===== config.mk =====
export PLATFORM = sky130hd
export DESIGN_NAME = tpu_c_drain
export DESIGN_NICKNAME = d
export VERILOG_FILES = /design/src/rtl/tpu_c_drain.sv
export SDC_FILE = /design/constraint.sdc
export NUM_CORES = 1
export LEC_CHECK = 0
export ABC_AREA = 1
export CAP_MARGIN = 20
export CORE_UTILIZATION = 50
export DETAILED_ROUTE_END_ITERATION = 16
export HOLD_SLACK_MARGIN = 0.08
export PLACE_DENSITY = 0.8
export SETUP_SLACK_MARGIN = 0.1
export SYNTH_ARGS = -nofsm -noshare
export SYNTH_HDL_FRONTEND = slang
export SYNTH_SLANG_ARGS = --single-unit
export TNS_END_PERCENT = 5

===== constraint.sdc =====
create_clock -name clk -period 5.9 [get_ports clk]
set_clock_uncertainty 0.15 [all_clocks]
set_input_delay 0.59 -clock clk [delete_from_list [all_inputs] [get_ports clk]]
set_output_delay 0.59 -clock clk [all_outputs]
set_load 0.05 [all_outputs]

===== src/rtl/tpu_c_drain.sv =====
// rtl/tpu_c_drain.sv - drains global buffer C words as four 32-bit stream beats each
// One 128-bit word is read, captured, then sent lane 0 first; sm_tready never feeds sm_tvalid/sm_tdata.
module tpu_c_drain #(
  parameter int ADDR_BITS  = 16,
  parameter int DATA_BITS  = 32,
  parameter int DATAC_BITS = 128
) (
  input  logic                  clk,
  input  logic                  rst,
  input  logic                  start,
  input  logic [7:0]            M,
  input  logic [7:0]            N,
  output logic                  busy,
  output logic                  done,
  output logic                  C_rd_en,
  output logic [ADDR_BITS-1:0]  C_index,
  input  logic [DATAC_BITS-1:0] C_data_out,
  output logic                  sm_tvalid,
  output logic [DATA_BITS-1:0]  sm_tdata,
  output logic                  sm_tlast,
  input  logic                  sm_tready
);

  typedef enum logic [2:0] {
    S_IDLE,
    S_READ,
    S_CAPT,
    S_SEND,
    S_DONE
  } state_t;

  state_t                 r_state;
  state_t                 w_next;
  logic [15:0]            r_wc;
  logic [ADDR_BITS-1:0]   r_widx;
  logic [1:0]             r_lane;
  logic [DATAC_BITS-1:0]  r_word;

  logic [8:0]             w_n_plus;
  logic [15:0]            w_wc_in;
  logic [ADDR_BITS-1:0]   w_last_idx;
  logic                   w_last_word;
  logic                   w_hs;

  // Each row of N columns occupies ceil(N/4) buffer words.
  assign w_n_plus    = {1'b0, N} + 9'd3;
  assign w_wc_in     = {8'd0, M} * {9'd0, w_n_plus[8:2]};
  assign w_last_idx  = ADDR_BITS'(r_wc - 16'd1);
  assign w_last_word = (r_widx == w_last_idx);
  assign w_hs        = (r_state == S_SEND) && sm_tready;

  assign C_index  = r_widx;
  assign sm_tdata = r_word[32'(r_lane) * DATA_BITS +: DATA_BITS];

  always_ff @(posedge clk or posedge rst) begin
    if (rst) begin
      r_state <= S_IDLE;
    end else begin
      r_state <= w_next;
    end
  end

  always_comb begin
    w_next = r_state;
    case (r_state)
      S_IDLE: begin
        if (start) begin
          w_next = (w_wc_in == 16'd0) ? S_DONE : S_READ;
        end
      end
      S_READ:  w_next = S_CAPT;
      S_CAPT:  w_next = S_SEND;
      S_SEND: begin
        if (w_hs && (r_lane == 2'd3)) begin
          w_next = w_last_word ? S_DONE : S_READ;
        end
      end
      S_DONE:  w_next = S_IDLE;
      default: w_next = S_IDLE;
    endcase
  end

  always_comb begin
    busy      = (r_state != S_IDLE);
    done      = 1'b0;
    C_rd_en   = 1'b0;
    sm_tvalid = 1'b0;
    sm_tlast  = 1'b0;
    case (r_state)
      S_READ: C_rd_en = 1'b1;
      S_SEND: begin
        sm_tvalid = 1'b1;
        sm_tlast  = (r_lane == 2'd3) && w_last_word;
      end
      S_DONE: done = 1'b1;
      default: begin
        done = 1'b0;
      end
    endcase
  end

  always_ff @(posedge clk or posedge rst) begin
    if (rst) begin
      r_wc   <= '0;
      r_widx <= '0;
      r_lane <= '0;
      r_word <= '0;
    end else begin
      case (r_state)
        S_IDLE: begin
          if (start) begin
            r_wc   <= w_wc_in;
            r_widx <= '0;
          end
        end
        S_CAPT: begin
          r_word <= C_data_out;
          r_lane <= '0;
        end
        S_SEND: begin
          if (w_hs) begin
            if (r_lane != 2'd3) begin
              r_lane <= r_lane + 2'd1;
            end else if (!w_last_word) begin
              r_widx <= r_widx + 1'b1;
            end
          end
        end
        default: begin
          r_lane <= r_lane;
        end
      endcase
    end
  end

endmodule


Yosys cells after proc, flatten, opt, wreduce, memory -nomap -nowiden

Cells that the tools add are included.

Register bits: 164
Input port bits: 148
Output and inout bits: 53

Add/sub/neg operators: 4
Multiply operators: 1
Equality and inequality tests: 13
Shift operators: 1
Multiplexer cells: 17
Reduce and logical (&&, ||, !) cells: 12

Operators by type and width:

| operator                                            | number |
|---|---|
| variable part select 128 x 8 -> 32 bit              | 1 |
| 2-to-1 mux 16 bit                                   | 4 |
| one-hot mux 16 bit (2 select lines)                 | 1 |
| adder 16 x 1 -> 16 bit, second input constant       | 1 |
| equality test 16 bit                                | 1 |
| logical NOT 16 bit                                  | 1 |
| subtractor 15 x 1 -> 16 bit, second input constant  | 1 |
| multiplier 8 x 7 -> 15 bit                          | 1 |
| 2-to-1 mux 3 bit                                    | 4 |
| one-hot mux 3 bit (4 select lines)                  | 1 |
| != test 2 bit, second input constant                | 5 |
| adder 8 x 2 -> 9 bit, second input constant         | 1 |
| equality test 3 x 2 -> 1 bit, second input constant | 2 |
| AND reduction 5 bit                                 | 1 |
| 2-to-1 mux 1 bit                                    | 4 |
| 2-to-1 mux 2 bit                                    | 2 |
| != test 2 x 1 -> 1 bit, second input constant       | 2 |
| one-hot mux 2 bit (2 select lines)                  | 1 |
| AND reduction 2 bit                                 | 2 |
| nonzero test 2 bit                                  | 2 |
| equality test 3 x 1 -> 1 bit, second input constant | 1 |
| equality test 3 bit, second input constant          | 1 |
| logical AND 1 bit                                   | 3 |
| logical NOT 3 bit                                   | 1 |
| 4 further kinds                                     | 4 |

Longest topological paths before layout

Depth after elaboration: 6
Gate-level depth with buffers: 38
Mapped depth without buffers: 38

Worst setup path after synthesis

OpenSTA, ideal clock, no wires.

Path type: input -> register
Start: in N[1]
End: reg r_state[0]
Arrival time: 5.393 ns
Required time: 5.625 ns
Setup slack: 0.231 ns
Cell stages on the path: 36
Buffers on the path: 0
Cell sequence: inv_1 -> nand2_1 -> nand2_1 -> nor2_1 -> inv_1 -> nor2_1 -> inv_1 -> nor2_1 -> inv_1 -> nor2_1 -> inv_1 -> nor2_1 -> inv_1 -> nand2_1 -> inv_1 -> nand2_1 -> fa_1 -> fa_1 -> inv_1 -> fa_1 -> inv_1 -> fa_1 -> inv_1 -> ha_1 -> nand2_1 -> nor2_1 -> nand2_1 -> nand2_1 -> xor2_1 -> nand2_1 -> nor2_1 -> nand3_1 -> nand2_1 -> nand3_1 -> nand2_1 -> nand2_1

Longest elaborated chain between the ends: 6

RTL lines:

| element                            | line | RTL |
|---|---|---|
| start, declared                    | 12   | `input logic [7:0] N,` |
| adder 8 x 2 -> 9 bit               | 46   | `assign w_n_plus = {1'b0, N} + 9'd3;` |
| multiplier 8 x 7 -> 15 bit         | 47   | `assign w_wc_in = {8'd0, M} * {9'd0, w_n_plus[8:2]};` |
| logical NOT 16 bit                 | 68   | `w_next = (w_wc_in == 16'd0) ? S_DONE : S_READ;` |
| 2-to-1 mux 3 bit                   | 68   |  |
| 2-to-1 mux 3 bit                   | 67   | `if (start) begin` |
| one-hot mux 3 bit (4 select lines) | 65   | `case (r_state)` |
| end signal, assigned               | 59   | `r_state <= w_next;` |
| end, declared                      | 32   | `state_t r_state;` |

No other way between the ends. The select of a mux whose other input is x is not followed.
A chain may end at the register's enable or synchronous reset.

Worst setup path after layout

Start: in N[3]
End: reg r_state[0]

The elaborated chain is that of the path after synthesis.

==> results.md <==
- Setup violators final: 0
- Via count: between 8k and 9k
- CTS tree: built
- Outcome: finished, final reports clean
- Fmax: 184 MHz
- Gpl congestion: 0.894
- Max Cap Viol: 0
- Clock buffer depth: 2
- Ports: ~200
- PwrDens: ~530 nW/um^2
- Slew HR: between 20 and 30%
- Worst setup SP type: primary input
- Final hold viol count: 0
- H-tree Lvls: 4
- First-pass GRT wire length: about 41000 um
- Worst r2r src: r_state[0]
- Area grow syn2layout: 32.3%
- Setup ws final: between 0.4 and 0.5 ns
- Dominant cell type by area after synthesis: dfrtp_1
- Rows: slightly above 50
- CTS buffer count: 17
- Async S/R FF share, synth: 100%
- Post-DRT Antenna Nets: 0
- Register area: approximately 4000 sq um
- Hold_buf cts: 0
- Total GRT Usage: 25.0%
- Clk sink count: 164
- Footprint of the multi-input gates: roughly 5600 sq um
- Synth cell types: 42
- Fin area: around 13000 sq um
- Placement Setup Slack: -0.443 ns
- Clock slew at reported path FFs: 0.07 ns
- Core area: between 15000 and 20000 sq um
- CP startpoint: N[3]
- Area share of the leading cell type in the synthesized netlist: 40.4%
- Worst path max stage delay: approximately 0.57 ns
- Mapped Nets: between 1k and 1.5k
- Vias/cell: 5.24
- Prevailing post-synth register cell: dfrtp_1
- Clk_lat worst skew: 0.42 ns
- TritonRoute pass-1 iters: 5
- WP data required: ~6.1 ns
- Area contributors post-synth: dfrtp_1 (40%), mux2_2 (14%), nand2_1 (7.0%)
- Vias in the first global route: around 8.5k
- Unrepaired setup endpoints after global routing: false
- Hold path startpoint: r_word[45]
- Final period util: between 90% and 100%
- Crit Path Class: in2reg
- WL per Instance: between 15 and 20 um
- Vertical die dimension: 145 um
- Layout cells sized above 1: about a fifth
- Die area: around 21000 sq um
- Clk root buf: clkbuf_16
- Die X-Extent: around 140 um
- Sequential share of the synthesized area: about two fifths
- Maximum VDD drop: between 0.0004 and 0.0005 V
- Synth Instances: 1144
- Yosys warnings: 0
- Overflow after GRT: 0
- Largest net degree at the start of global routing: between 90 and 100
- Lkg Pwr: just over 0.006 uW
- Tightest Pin Transition: 1.07 ns
- # fillers: about 1.6k
- Critical-path top delay cell: fa_1
- Post-synth EDFFs: 0
- PortBufs: 200
- Area post-placement: about 13000 sq um
- Initial DRC Count: around 490
- Initial Utilization: 51.6%
- Flop and latch count out of synthesis: between 150 and 200
- Final #Nets: about 1.6k
- DRC Markers: 0
- Worst Path Max Fanout: 4
- Fin crit period: 5.42 ns
- Number of antenna violations at the first check in global routing: 0
- Slack of the worst reg-to-reg path: 2.71 ns
- Arr. time, crit path: approximately 5.6 ns
- Detailed Route WL: 25800 um
- Post-Syn Area per Cell: roughly 8.9 sq um
- HPWL after DPL: approximately 18000 um
- CP Capture Type: flip-flop
- Final Max Slew Viols: 0
- Mapped cell area: about 10000 sq um
- Class of the worst hold path: reg2reg
[per-stage QoR]
stage | util [%] | hold WS, ns | cells | total power, uW | TNS [ns]
after floorplan | - | 0.324 | 1144 | 4580 | 0
after global placement | 64.0 | 0.331 | 1602 | 5660 | -0.413
after detailed placement | 64.1 | 0.337 | 1603 | 5780 | -0.902
after CTS | 67.2 | 0.352 | 1636 | 6930 | 0
after global routing | 68.2 | 0.361 | 1638 | 7540 | 0
final | 68.2 | 0.348 | 1641 | 7070 | 0
[flip-flops by register name, summed over array words and instances (netlist names)]
name / count
C_index: 16
r_lane: 2
r_state: 3
r_wc: 15
r_word: 128
[final timing paths]
| kind | end | cells past startpoint |
|---|---|---|
| worst max-delay path | r_state[0] | 35 |
| worst min register to register | r_word[45] | 1 |
| min in group asynchronous | r_word[60] | 2 |
| worst max register to register | C_index[11] | 9 |
| worst min-delay path | r_word[45] | 1 |
| max in group asynchronous | r_lane[0] | 3 |
[logic make-up after synthesis]
logic type	after synthesis	synth area share, %
adder cells (fa/ha/maj)	65	10.1
AND/OR/NAND/NOR	471	20.0
XOR/XNOR	24	2.20
AO/OA/AOI/OAI	129	6.96
multiplexers	128	14.2
buffers and inverters	163	6.13
flip-flops	164	40.4
[what timing repair did]
| action | in CTS | in global routing |
|---|---|---|
| resized for setup | 5 | 47 |
| buffers inserted | 1 | 1 |
| pin swaps | 1 | 33 |
| endpoints found under the setup margin | 1 | 8 |
[per-layer routing]
metal	share of wire [%]	GRT usage, %
met2	49	40.4
met5	0	0
met1	43	32.4
met4	2.4	10.5
met3	5.7	5.10
[area by class of cell]
cell class / count / area share (%)
multi-input cells: 817 / 41.8
flip-flops and latches: 164 / 30.5
repair buffers: 240 / 17.4
inverters: 120 / 3.38
clock buffers: 19 / 3.29
well taps: 265 / 2.46
clock inverters: 13 / 1.07
diodes: 3 / 0.0558
[power breakdown]
part           switching (uW)  internal [uW]  total, uW
Sequential                300           1650       1950
Combinational            2320           1700       4020
Clock                     492            609       1100
[synth_stat cells (3+ instances only)]
master / number
nor3_1: 8
o21ai_0: 82
ha_1: 36
clkbuf_1: 38
dfrtp_1: 164
nor2_4: 3
nand3_1: 50
nand2_1: 190
mux2_2: 128
nand4_1: 14
nor2_2: 6
nand3b_1: 5
nor4_1: 3
a21oi_1: 8
inv_1: 117
o22ai_1: 32
nor2_1: 171
nand2_2: 12
xor2_1: 22
fa_1: 29
[critical path: cells and delay by family]
kind,cells,cell delay [ns]
adders and majority gates,5,2.22
buffers and inverters,11,1.04
and+or+nand+nor,18,1.52
xor gates and xnor gates,1,0.18
[placed cells by master (no fill, tap or decap), types with 32 or more instances in the layout]
master           Yosys  layout
nor2_1             171     161
clkdlybuf4s50_1      0     197
dfrtp_1            164     163
o21ai_0             82      81
buf_4                0      37
nand3_1             50      50
mux2_2             128     128
inv_1              117     107
o22ai_1             32      32
nand2_1            190     177
Power figures use the tool's default switching activity.
